--- src/rtl/sprite_blitter_pkg.sv ---
// Shared definitions for the sprite blitter.
//   - state_t       : controller states (IDLE / RUN / DRAIN)
//   - color_t       : pixel colour at the default depth (RGB 1-1-1)
//   - DEF_*         : default image / screen geometry
//   - BLACK_INDEX   : image index that is all black; also the fallback image
//   - image_pixel() : content of the built-in image ROMs. Image k (k != 0)
//                     holds addr ^ (addr >> 5) ^ k, truncated to the colour width.
package sprite_blitter_pkg;

    typedef enum logic [1:0] {
        IDLE  = 2'd0,
        RUN   = 2'd1,
        DRAIN = 2'd2
    } state_t;

    localparam int DEF_NUM_IMAGES = 11;
    localparam int DEF_IMG_W      = 160;
    localparam int DEF_IMG_H      = 120;
    localparam int DEF_COLOR_W    = 3;
    localparam int DEF_SCR_W      = 160;
    localparam int DEF_SCR_H      = 120;
    localparam int DEF_X_W        = 8;
    localparam int DEF_Y_W        = 7;

    localparam int BLACK_INDEX    = 0;

    typedef logic [DEF_COLOR_W-1:0] color_t;

    // Image content as a pure function of (image index, linear address).
    // Callers keep only the low colour bits.
    function automatic logic [31:0] image_pixel(input int idx, input logic [31:0] addr);
        return addr ^ (addr >> 5) ^ 32'(idx);
    endfunction

endpackage

--- src/rtl/sprite_blitter_if.sv ---
// Control and pixel-stream bundle of the sprite blitter.
//   start/img_sel/x_org/y_org : blit request from the control logic
//   busy/done                 : operation status (done is a one-cycle pulse)
//   pix_valid/pix_ready       : pixel handshake towards the frame-buffer writer
//   pix_x/pix_y/pix_color     : pixel write payload
// master = requester/consumer side, slave = the blitter.
interface sprite_blitter_if #(
    parameter int SEL_W   = 4,
    parameter int X_W     = 8,
    parameter int Y_W     = 7,
    parameter int COLOR_W = 3
);
    logic               start;
    logic [SEL_W-1:0]   img_sel;
    logic [X_W-1:0]     x_org;
    logic [Y_W-1:0]     y_org;
    logic               busy;
    logic               done;
    logic               pix_valid;
    logic               pix_ready;
    logic [X_W-1:0]     pix_x;
    logic [Y_W-1:0]     pix_y;
    logic [COLOR_W-1:0] pix_color;

    modport master (
        output start, img_sel, x_org, y_org, pix_ready,
        input  busy, done, pix_valid, pix_x, pix_y, pix_color
    );

    modport slave (
        input  start, img_sel, x_org, y_org, pix_ready,
        output busy, done, pix_valid, pix_x, pix_y, pix_color
    );
endinterface

--- src/rtl/sprite_blitter_image_rom_bank.sv ---
// Bank of NUM_IMAGES image ROMs sharing one address.
//   clk, reset : clock, asynchronous active-high reset
//   en         : address register load enable (low = hold, keeps q stable)
//   addr       : linear pixel address (row*IMG_W + col)
//   sel        : latched image index; any out-of-range value reads black
//   q          : colour at the registered address, one cycle after addr
module sprite_blitter_image_rom_bank
    import sprite_blitter_pkg::*;
#(
    parameter int NUM_IMAGES = DEF_NUM_IMAGES,
    parameter int ADDR_W     = 15,
    parameter int COLOR_W    = DEF_COLOR_W,
    parameter int SEL_W      = 4
) (
    input  logic               clk,
    input  logic               reset,
    input  logic               en,
    input  logic [ADDR_W-1:0]  addr,
    input  logic [SEL_W-1:0]   sel,
    output logic [COLOR_W-1:0] q
);

    logic [ADDR_W-1:0]  addr_reg;
    logic [COLOR_W-1:0] img_q [NUM_IMAGES];

    always_ff @(posedge clk or posedge reset) begin
        if (reset) begin
            addr_reg <= '0;
        end else if (en) begin
            addr_reg <= addr;
        end
    end

    for (genvar gi = 0; gi < NUM_IMAGES; gi++) begin : g_img
        if (gi == BLACK_INDEX) begin : g_black
            assign img_q[gi] = '0;
        end else begin : g_pattern
            assign img_q[gi] = COLOR_W'(image_pixel(gi, 32'(addr_reg)));
        end
    end

    // Explicit compare per image so that every index outside the bank
    // falls through to black rather than aliasing a real image.
    always_comb begin
        q = '0;
        for (int i = 0; i < NUM_IMAGES; i++) begin
            if (sel == SEL_W'(i)) begin
                q = img_q[i];
            end
        end
    end

endmodule

--- src/rtl/sprite_blitter.sv ---
// Streams one stored image as (x, y, colour) pixel writes placed at a
// requested screen origin, with clipping, optional transparency and
// valid/ready backpressure.
//   clk, reset : clock, asynchronous active-high reset
//   bus        : sprite_blitter_if slave (start/img_sel/x_org/y_org in,
//                busy/done out, pix_valid/pix_ready handshake, pix_x/pix_y/pix_color out)
// Pipeline: stage 1 = raster col/row counters driving the ROM address;
// stage 2 = col/row of the previously presented address, aligned with ROM q.
module sprite_blitter
    import sprite_blitter_pkg::*;
#(
    parameter int NUM_IMAGES                   = DEF_NUM_IMAGES,
    parameter int IMG_W                        = DEF_IMG_W,
    parameter int IMG_H                        = DEF_IMG_H,
    parameter int COLOR_W                      = DEF_COLOR_W,
    parameter int SCR_W                        = DEF_SCR_W,
    parameter int SCR_H                        = DEF_SCR_H,
    parameter int X_W                          = DEF_X_W,
    parameter int Y_W                          = DEF_Y_W,
    parameter int TRANSPARENT_EN               = 0,
    parameter logic [COLOR_W-1:0] TRANSPARENT_COLOR = '0
) (
    input  logic clk,
    input  logic reset,
    sprite_blitter_if.slave bus
);

    localparam int SEL_W  = (NUM_IMAGES > 1) ? $clog2(NUM_IMAGES) : 1;
    localparam int ADDR_W = (IMG_W * IMG_H > 1) ? $clog2(IMG_W * IMG_H) : 1;
    localparam int COL_W  = (IMG_W > 1) ? $clog2(IMG_W) : 1;
    localparam int ROW_W  = (IMG_H > 1) ? $clog2(IMG_H) : 1;

    localparam logic [COL_W-1:0] LAST_COL = COL_W'(IMG_W - 1);
    localparam logic [ROW_W-1:0] LAST_ROW = ROW_W'(IMG_H - 1);

    state_t state_reg, state_next;
    logic   done_reg, done_next;

    // Request latched at acceptance and held for the whole blit.
    logic [SEL_W-1:0]   sel_reg;
    logic [X_W-1:0]     x_org_reg;
    logic [Y_W-1:0]     y_org_reg;

    // Stage 1: next address to present.
    logic [COL_W-1:0]   col_reg;
    logic [ROW_W-1:0]   row_reg;

    // Stage 2: address presented last cycle, paired with ROM q.
    logic [COL_W-1:0]   s2_col_reg;
    logic [ROW_W-1:0]   s2_row_reg;
    logic               s2_occ_reg;

    logic [ADDR_W-1:0]  rom_addr;
    logic [COLOR_W-1:0] rom_q;
    logic [X_W:0]       sx;
    logic [Y_W:0]       sy;
    logic               on_screen;
    logic               transparent;
    logic               pix_valid;
    logic               retire;
    logic               advance;
    logic               last_addr;

    sprite_blitter_image_rom_bank #(
        .NUM_IMAGES (NUM_IMAGES),
        .ADDR_W     (ADDR_W),
        .COLOR_W    (COLOR_W),
        .SEL_W      (SEL_W)
    ) u_rom_bank (
        .clk   (clk),
        .reset (reset),
        .en    (advance),
        .addr  (rom_addr),
        .sel   (sel_reg),
        .q     (rom_q)
    );

    assign rom_addr  = ADDR_W'(32'(row_reg) * IMG_W + 32'(col_reg));
    assign last_addr = (col_reg == LAST_COL) && (row_reg == LAST_ROW);

    // One bit wider than the screen coordinate so that off-screen positions
    // are clipped instead of wrapping back onto the screen.
    assign sx = (X_W+1)'(x_org_reg) + (X_W+1)'(s2_col_reg);
    assign sy = (Y_W+1)'(y_org_reg) + (Y_W+1)'(s2_row_reg);

    assign on_screen   = (sx < (X_W+1)'(SCR_W)) && (sy < (Y_W+1)'(SCR_H));
    assign transparent = (TRANSPARENT_EN != 0) && (rom_q == TRANSPARENT_COLOR);
    assign pix_valid   = s2_occ_reg && on_screen && !transparent;

    // Suppressed entries leave stage 2 without waiting for the consumer.
    assign retire  = s2_occ_reg && (!pix_valid || bus.pix_ready);
    assign advance = (state_reg == RUN) && (!s2_occ_reg || retire);

    always_ff @(posedge clk or posedge reset) begin
        if (reset) begin
            state_reg <= IDLE;
            done_reg  <= 1'b0;
        end else begin
            state_reg <= state_next;
            done_reg  <= done_next;
        end
    end

    always_comb begin
        state_next = state_reg;
        done_next  = 1'b0;
        case (state_reg)
            IDLE: begin
                if (bus.start) begin
                    state_next = RUN;
                end
            end
            RUN: begin
                if (advance && last_addr) begin
                    state_next = DRAIN;
                end
            end
            DRAIN: begin
                if (retire) begin
                    state_next = IDLE;
                    done_next  = 1'b1;
                end
            end
            default: begin
                state_next = IDLE;
            end
        endcase
    end

    always_ff @(posedge clk or posedge reset) begin
        if (reset) begin
            sel_reg    <= '0;
            x_org_reg  <= '0;
            y_org_reg  <= '0;
            col_reg    <= '0;
            row_reg    <= '0;
            s2_col_reg <= '0;
            s2_row_reg <= '0;
            s2_occ_reg <= 1'b0;
        end else begin
            if ((state_reg == IDLE) && bus.start) begin
                sel_reg   <= bus.img_sel;
                x_org_reg <= bus.x_org;
                y_org_reg <= bus.y_org;
                col_reg   <= '0;
                row_reg   <= '0;
            end else if (advance && !last_addr) begin
                if (col_reg == LAST_COL) begin
                    col_reg <= '0;
                    row_reg <= row_reg + ROW_W'(1);
                end else begin
                    col_reg <= col_reg + COL_W'(1);
                end
            end

            if (advance) begin
                s2_col_reg <= col_reg;
                s2_row_reg <= row_reg;
                s2_occ_reg <= 1'b1;
            end else if (retire) begin
                s2_occ_reg <= 1'b0;
            end
        end
    end

    assign bus.busy      = (state_reg != IDLE);
    assign bus.done      = done_reg;
    assign bus.pix_valid = pix_valid;
    // Payload is zero whenever no pixel is offered.
    assign bus.pix_x     = pix_valid ? sx[X_W-1:0] : '0;
    assign bus.pix_y     = pix_valid ? sy[Y_W-1:0] : '0;
    assign bus.pix_color = pix_valid ? rom_q : '0;

endmodule

--- src/flat_wrapper.sv ---
// flat-port wrapper written by rule: the top's interface ports become plain ports
module sprite_blitter_flat import sprite_blitter_pkg::*;
#(
    parameter int NUM_IMAGES                   = DEF_NUM_IMAGES,
    parameter int IMG_W                        = DEF_IMG_W,
    parameter int IMG_H                        = DEF_IMG_H,
    parameter int COLOR_W                      = DEF_COLOR_W,
    parameter int SCR_W                        = DEF_SCR_W,
    parameter int SCR_H                        = DEF_SCR_H,
    parameter int X_W                          = DEF_X_W,
    parameter int Y_W                          = DEF_Y_W,
    parameter int TRANSPARENT_EN               = 0,
    parameter logic [COLOR_W-1:0] TRANSPARENT_COLOR = '0
)
  (clk, reset, bus_start, bus_img_sel, bus_x_org, bus_y_org, bus_pix_ready, bus_busy, bus_done, bus_pix_valid, bus_pix_x, bus_pix_y, bus_pix_color);
  sprite_blitter_if #(.SEL_W(4), .X_W(X_W), .Y_W(Y_W), .COLOR_W(COLOR_W)) bus_i ();
  input  logic clk;
  input  logic reset;
  input wire logic [$bits(bus_i.start)-1:0] bus_start;
  input wire logic [$bits(bus_i.img_sel)-1:0] bus_img_sel;
  input wire logic [$bits(bus_i.x_org)-1:0] bus_x_org;
  input wire logic [$bits(bus_i.y_org)-1:0] bus_y_org;
  input wire logic [$bits(bus_i.pix_ready)-1:0] bus_pix_ready;
  output wire logic [$bits(bus_i.busy)-1:0] bus_busy;
  output wire logic [$bits(bus_i.done)-1:0] bus_done;
  output wire logic [$bits(bus_i.pix_valid)-1:0] bus_pix_valid;
  output wire logic [$bits(bus_i.pix_x)-1:0] bus_pix_x;
  output wire logic [$bits(bus_i.pix_y)-1:0] bus_pix_y;
  output wire logic [$bits(bus_i.pix_color)-1:0] bus_pix_color;
  assign bus_i.start = bus_start;
  assign bus_i.img_sel = bus_img_sel;
  assign bus_i.x_org = bus_x_org;
  assign bus_i.y_org = bus_y_org;
  assign bus_i.pix_ready = bus_pix_ready;
  assign bus_busy = bus_i.busy;
  assign bus_done = bus_i.done;
  assign bus_pix_valid = bus_i.pix_valid;
  assign bus_pix_x = bus_i.pix_x;
  assign bus_pix_y = bus_i.pix_y;
  assign bus_pix_color = bus_i.pix_color;
  sprite_blitter #(.NUM_IMAGES(NUM_IMAGES), .IMG_W(IMG_W), .IMG_H(IMG_H), .COLOR_W(COLOR_W), .SCR_W(SCR_W), .SCR_H(SCR_H), .X_W(X_W), .Y_W(Y_W), .TRANSPARENT_EN(TRANSPARENT_EN), .TRANSPARENT_COLOR(TRANSPARENT_COLOR)) u_core (.clk(clk), .reset(reset), .bus(bus_i));
endmodule
--- config.mk ---
export PLATFORM = sky130hd
export DESIGN_NAME = sprite_blitter_flat
export DESIGN_NICKNAME = d
export VERILOG_FILES = /design/src/rtl/sprite_blitter_pkg.sv /design/src/rtl/sprite_blitter_if.sv /design/src/rtl/sprite_blitter_image_rom_bank.sv /design/src/rtl/sprite_blitter.sv /design/src/flat_wrapper.sv
export SDC_FILE = /design/constraint.sdc
export NUM_CORES = 1
export LEC_CHECK = 0
export ABC_AREA = 1
export BUFFER_PORTS_ARGS = -buffer_cell sky130_fd_sc_hd__buf_4
export CAP_MARGIN = 0
export CORE_MARGIN = 5
export CORE_UTILIZATION = 58
export CTS_CLUSTER_SIZE = 28
export DETAILED_ROUTE_END_ITERATION = 12
export GPL_TIMING_DRIVEN = 0
export HOLD_SLACK_MARGIN = 0.05
export PLACE_DENSITY = 0.91
export SKIP_CTS_REPAIR_TIMING = 1
export SLEW_MARGIN = 10
export SYNTH_ARGS = -nofsm -noshare
export SYNTH_HDL_FRONTEND = slang
export SYNTH_SLANG_ARGS = --single-unit
export TNS_END_PERCENT = 20
--- constraint.sdc ---
create_clock -name clk -period 3.03 [get_ports clk]
set_input_delay 0.303 -clock clk [delete_from_list [all_inputs] [get_ports clk]]
set_output_delay 0.303 -clock clk [all_outputs]
set_load 0.02 [all_outputs]
; ---- After elaboration in Yosys (flattened, before gate mapping)
; Cells that the tools add are included.
[word_totals]
inputBits = 23
output_inout_bits = 21
regBits = 61
[classes]
n_eq_ne = 17
order_cmp = 2
n_reduce_logical = 20
bitwise_logic = 10
addsub = 5
multipliers = 1
mux = 27
[op_table]
columns = op, n
row1 = two-way mux 3 bit, 11
row2 = two-way mux 8 bit, 4
row3 = two-way mux 7 bit, 4
row4 = == test 4 x 3 -> 1 bit (second input constant), 4
row5 = == test 4 bit (second input constant), 3
row6 = adder 8 x 8 -> 9 bit, 1
row7 = < comparator 9 x 8 -> 1 bit (second input constant), 1
row8 = adder 7 x 7 -> 8 bit, 1
row9 = adder 8 x 1 -> 8 bit (second input constant), 1
row10 = adder 8 bit, 1
row11 = == test 4 x 2 -> 1 bit (second input constant), 2
row12 = == test 8 bit (second input constant), 1
row13 = logical AND 1 bit, 8
row14 = < comparator 8 x 7 -> 1 bit (second input constant), 1
row15 = nonzero test 2 bit, 4
row16 = adder 7 x 1 -> 7 bit (second input constant), 1
row17 = == test 7 bit (second input constant), 1
row18 = multiplier 7 x 3 -> 3 bit (second input constant), 1
row19 = two-way mux 2 bit, 3
row20 = NOT 2 bit, 3
row21 = one-hot mux 2 bit (3 select lines), 1
row22 = NOT 1 bit, 5
row23 = == test 4 x 1 -> 1 bit (second input constant), 1
row24 = two-way mux 1 bit, 4
row25 = 11 further kinds, 15

; ---- Longest topological paths before layout
[logic_depth]
word_depth = 13
depth_mapped = 20
depth_no_buf = 20

; ---- Cells and area by module
; A second synthesis with hierarchy kept.
[unflattened]
cells_unflattened = 537
hier_area_um2 = 3960.0
[by_module_without_submodules]
columns = module, instances, area_each_um2, cells_per_inst
row1 = sprite_blitter, 1, 3547.2, 474
row2 = sprite_blitter_image_rom_bank, 1, 412.9, 63

; ---- Worst setup path before layout
; Ideal clock, no wire load.
[synth_timing]
path_type = register to output
from = register, netlist name u_core.u_rom_bank.addr_reg[0]
to = output port bus_pix_color[2]
path_slack_ps = 384
stages_incl_launch_ff = 18
t_arrival_ps = 2343
path_buffers = 1
required_time_ps = 2727
path_cell_list = dfrtp_1 -> ha_1 -> inv_1 -> fa_1 -> inv_1 -> nand2_1 -> nand2_1 -> nand3_2 -> nand2_1 -> nand2_1 -> nand2_1 -> nand2_1 -> nand2_1 -> nand2_2 -> nor2_4 -> inv_1 -> buf_2 -> nor2_1
[synth_lines]
columns = element, line
row1 = end: declaration, flat_wrapper.sv:29  ; output wire logic [$bits(bus_i.pix_color)-1:0] bus_pix_color;

; ---- Worst setup path in the final report
[layout_timing]
from = register u_core.x_org_reg[0]
to = output port bus_pix_color[0]
[layout_between]
elab_chain_len = 5
[layout_lines]
columns = element, line
row1 = start: declaration, sprite_blitter.sv:41  ; logic [X_W-1:0] x_org_reg;
row2 = start signal: assignment, sprite_blitter.sv:143  ; x_org_reg <= bus.x_org;
row3 = adder 8 x 8 -> 9 bit, sprite_blitter.sv:83  ; assign sx = (X_W+1)'(x_org_reg) + (X_W+1)'(s2_col_reg);
row4 = < comparator 9 x 8 -> 1 bit, sprite_blitter.sv:86  ; assign on_screen = (sx < (X_W+1)'(SCR_W)) && (sy < (Y_W+1)'(SCR_H));
row5 = logical AND 1 bit, sprite_blitter.sv:86
row6 = logical AND 1 bit, sprite_blitter.sv:88  ; assign pix_valid = s2_occ_reg && on_screen && !transparent;
row7 = two-way mux 3 bit, sprite_blitter.sv:172  ; assign bus.pix_color = pix_valid ? rom_q : '0;
; No other way between the ends.

==> summary.md <==
| Metric | Value |
|---|---|
| Status | `completed` |
| Worst hold path cell count | `3` |
| Worst-case clock buffer depth | `2` |
| Reg2reg path depth | `21` |
| Combinational Power Share | `about three fifths` |
| Crit-path leading delay family | `simple AND/OR/NAND/NOR gates` |
| Die area | `7580 um^2` |
| Initial Util | `58.9%` |
| DRT antenna net count | `0` |
| Post-DP HPWL | `roughly 6.3 mm` |
| FF-to-FF Start | `u_core.x_org_reg[0]` |
| Max Clock Freq | `0.342 GHz` |
| Worst-Skew Late Latency | `approximately 0.31 ns` |
| Vias in the first global route | `3063` |
| R2r endpoint | `u_core.u_rom_bank.addr_reg[2]` |
| TritonCTS clock tree | `yes` |
| GP Congestion | `approximately 0.87` |
| Critical Path Source | `u_core.x_org_reg[0]` |
| Top-area cell type share of the netlist area | `between 40% and 50%` |
| Largest net degree at the start of global routing | `38` |
| CTS Buf Count | `5` |
| Synth Warn # | `0` |
| Final Hold Vio Count | `0` |
| Core Footprint | `5850 um^2` |
| Sequential share of power | `28.5%` |
| CP max FO | `5` |
| Via density per instance | `5.39` |
| Worst-path cell chain | `ha_4 -> inv_1 -> fa_2 -> inv_2 -> nand2_1 -> nand2_2 -> nand3_2 -> nand2_2 -> nand2_2 -> nand2_2 -> nand2_1 -> nand2_1 -> nand2_2 -> nor2_4 -> buf_6 -> o21ai_1 -> a21oi_1 -> buf_4` |
| Dpl cell area | `3880 um^2` |
| TNS Setup | `0 ns` |
| H-tree levels | `2` |
| Number of antenna diodes | `0` |
| Slowest CP cell | `dfrtp_1` |
| Die X | `87.1 um` |
| Leak | `0.00218 uW` |
| Worst Path Required | `between 2 and 3 ns` |
| Max_cap viols | `0` |
| Yosys top cell by area | `dfrtp_1` |
| WL final | `8.49 mm` |
| Pre-Repair DR Iteration Count | `5` |
| Core Rows | `28` |
| Die Height | `87.1 um` |
| Worst Skew | `~0.0077 ns` |
| Root buffer cell | `clkbuf_8` |
| Design area | `between 4000 and 5000 um^2` |
| All-Layer GR Usage | `23.1%` |
| Clk sinks | `56` |
| Post-Syn Instances | `446` |
| Overflow after GRT | `0` |
| Top cells by area, synth | `dfrtp_1 (41%), nand2_1 (17%), ha_1 (6.5%), inv_1 (5.3%), nor2_1 (3.5%)` |
| Number of endpoints failing setup at the final stage | `0` |
| Avg Cell Area, Syn | `7.73 um^2` |
| Area Overhead vs Synth | `18.7%` |
| Via count | `3141` |
| Most used cell, CP | `nand2_2` |
| CP Depth | `18` |
| Hold/Removal Path Class | `in2reg` |
| Slew @ Worst Pin | `roughly 0.54 ns` |
| Peak supply drop | `roughly 0.67 mV` |
| Startpoint types | `flip-flop` |
| Proportion of layout cells with a drive suffix above 1 | `around 22%` |
| Critical path type | `reg2out` |
| Clock power share | `10.6%` |
| Worst-path clk slew | `0.10 ns` |
| Net Sw Frac | `46.7%` |
| Mapped Area | `3450 um^2` |
| Fin crit period | `between 2 and 3 ns` |
| Place WS | `0.126 ns` |
| Core Util, Final | `69.9%` |
| Wire per inst | `14.6 um` |
| Pint | `~2100 uW` |
| Buffers on Ports | `43` |
| Buf/Inv on CP | `4` |
| Register area share after synthesis | `40.7%` |
| Netlist cell types | `28` |
| First-pass GRT wire length | `13.8 mm` |
| Final #Nets | `551` |
| Cell Pwr Density | `981 nW/um^2` |
| Initial DRC Count | `238` |
| Largest stage delay on the critical path | `between 0.4 and 0.5 ns` |
| Antenna violations before repair | `0` |
| RSZ-0062 raised after global routing | `true` |
| Synth Register Bits | `56` |
| Switching power | `around 1900 uW` |
| Slew headroom | `63.7%` |
| Critical Path Sink | `bus_pix_color[0]` |
| Syn nets | `between 400 and 500` |
| Total power | `between 4000 and 5000 uW` |
| Final Slew Violations | `0` |
| Critical Path AT | `2.62 ns` |
| Boundary Pins | `44` |
| DRC | `0` |
| CP endpoint kind | `primary output` |
| Period utilization | `96.4%` |
| Flop-to-flop setup slack | `0.32 ns` |
| Final worst slack | `0.110 ns` |
==> layer usage <==
layer | wire (um) | share of wire [%] | GRT usage, %
met5 | 0 | 0 | 0
met4 | 206 | 2.4 | 9.21
met3 | 470 | 5.5 | 3.78
met2 | 4390 | 52 | 40.4
met1 | 3420 | 40 | 28.4
==> per-stage QoR <==
stage,hold WS (ns),cells
floorplan,0.413,446
global placement,0.457,564
detailed placement,0.347,565
CTS,0.00541,573
global route,0.183,583
finish,0.175,583
==> how the worst min path moves through the flow <==
stage / startpoint / endpoint / slack, ns
global placement: u_core.row_reg[6] / u_core.row_reg[6] / 0.46
floorplan: bus_img_sel[0] / u_core.sel_reg[0] / 0.41
detailed placement: reset / u_core.col_reg[3] / 0.35
CTS: reset / u_core.col_reg[3] / 0.005
finish: bus_y_org[5] / u_core.y_org_reg[5] / 0.17
global route: bus_x_org[4] / u_core.x_org_reg[4] / 0.18
==> tightest hold or removal path: stages <==
cell and delay (ns):
buf_4 0.08, nand2_1 0.04, nand2_1 0.04
==> layout by cell type, fill, tap and decap left out <==
cell type      count
nand3b_1           2
nand2_2           13
nand2_4            3
buf_12             1
fa_2               2
inv_1             46
ha_4               1
nor3_1             7
nor2_4             1
xnor2_1            5
nand3_2            9
nor2_1            32
or2_2              3
ha_1              17
clkbuf_8           6
or2_1              1
a31oi_1            1
o21ai_1            7
nor3b_1            4
o21ai_0           19
fa_1               1
nand2_1          149
clkinvlp_4         1
clkbuf_1           6
dlygate4sd3_1      1
nand4_1            2
nand3_1           17
buf_6              4
a21oi_1           14
xor2_1            10
buf_2              2
inv_2              3
o21ai_2            8
buf_4             54
dfrtp_1           56
==> Yosys cell counts (all sizes together) <==
master / n
a31oi: 1
inv: 49
or2: 4
nand3b: 2
ha: 18
nor3: 7
fa: 3
nor2: 33
buf: 8
clkbuf: 5
o21ai: 34
xor2: 10
nor3b: 4
nand2: 165
a21oi: 14
nand3: 26
xnor2: 5
dfrtp: 56
nand4: 2
==> cells by family (layout without fill, tap and decap cells) <==
family | count (synthesis) | count (layout) | share of synthesized area, %
AND/OR/NAND/NOR | 243 | 243 | 31.6
XOR/XNOR | 15 | 15 | 3.81
AO/OA/AOI/OAI | 49 | 49 | 8.02
flip-flops | 56 | 56 | 40.7
adder cells (fa/ha/maj) | 21 | 21 | 8.28
buffers and inverters | 62 | 124 | 7.63
==> area by class of cell <==
class,instances,area (um^2)
buffer,13,85.1
clock buffer,7,86.3
clock inverter,1,7.51
fill,431,1760
inverter,49,184
multi-input combinational,328,1810
sequential,56,1400
tap,75,93.8
timing repair buffer,54,424
==> power by group through the flow <==
stage / logic (uW) / registers [uW] / clock network, uW
5_1_grt: 2670 / 1170 / 455
2_1_floorplan: 1560 / 1090 / 0
4_1_cts: 2240 / 1140 / 429
6_report: 2450 / 1150 / 424
3_3_place_gp: 2130 / 1130 / 0
3_5_place_dp: 2220 / 1150 / 0
Note: power is estimated with default switching activity, not from simulation.
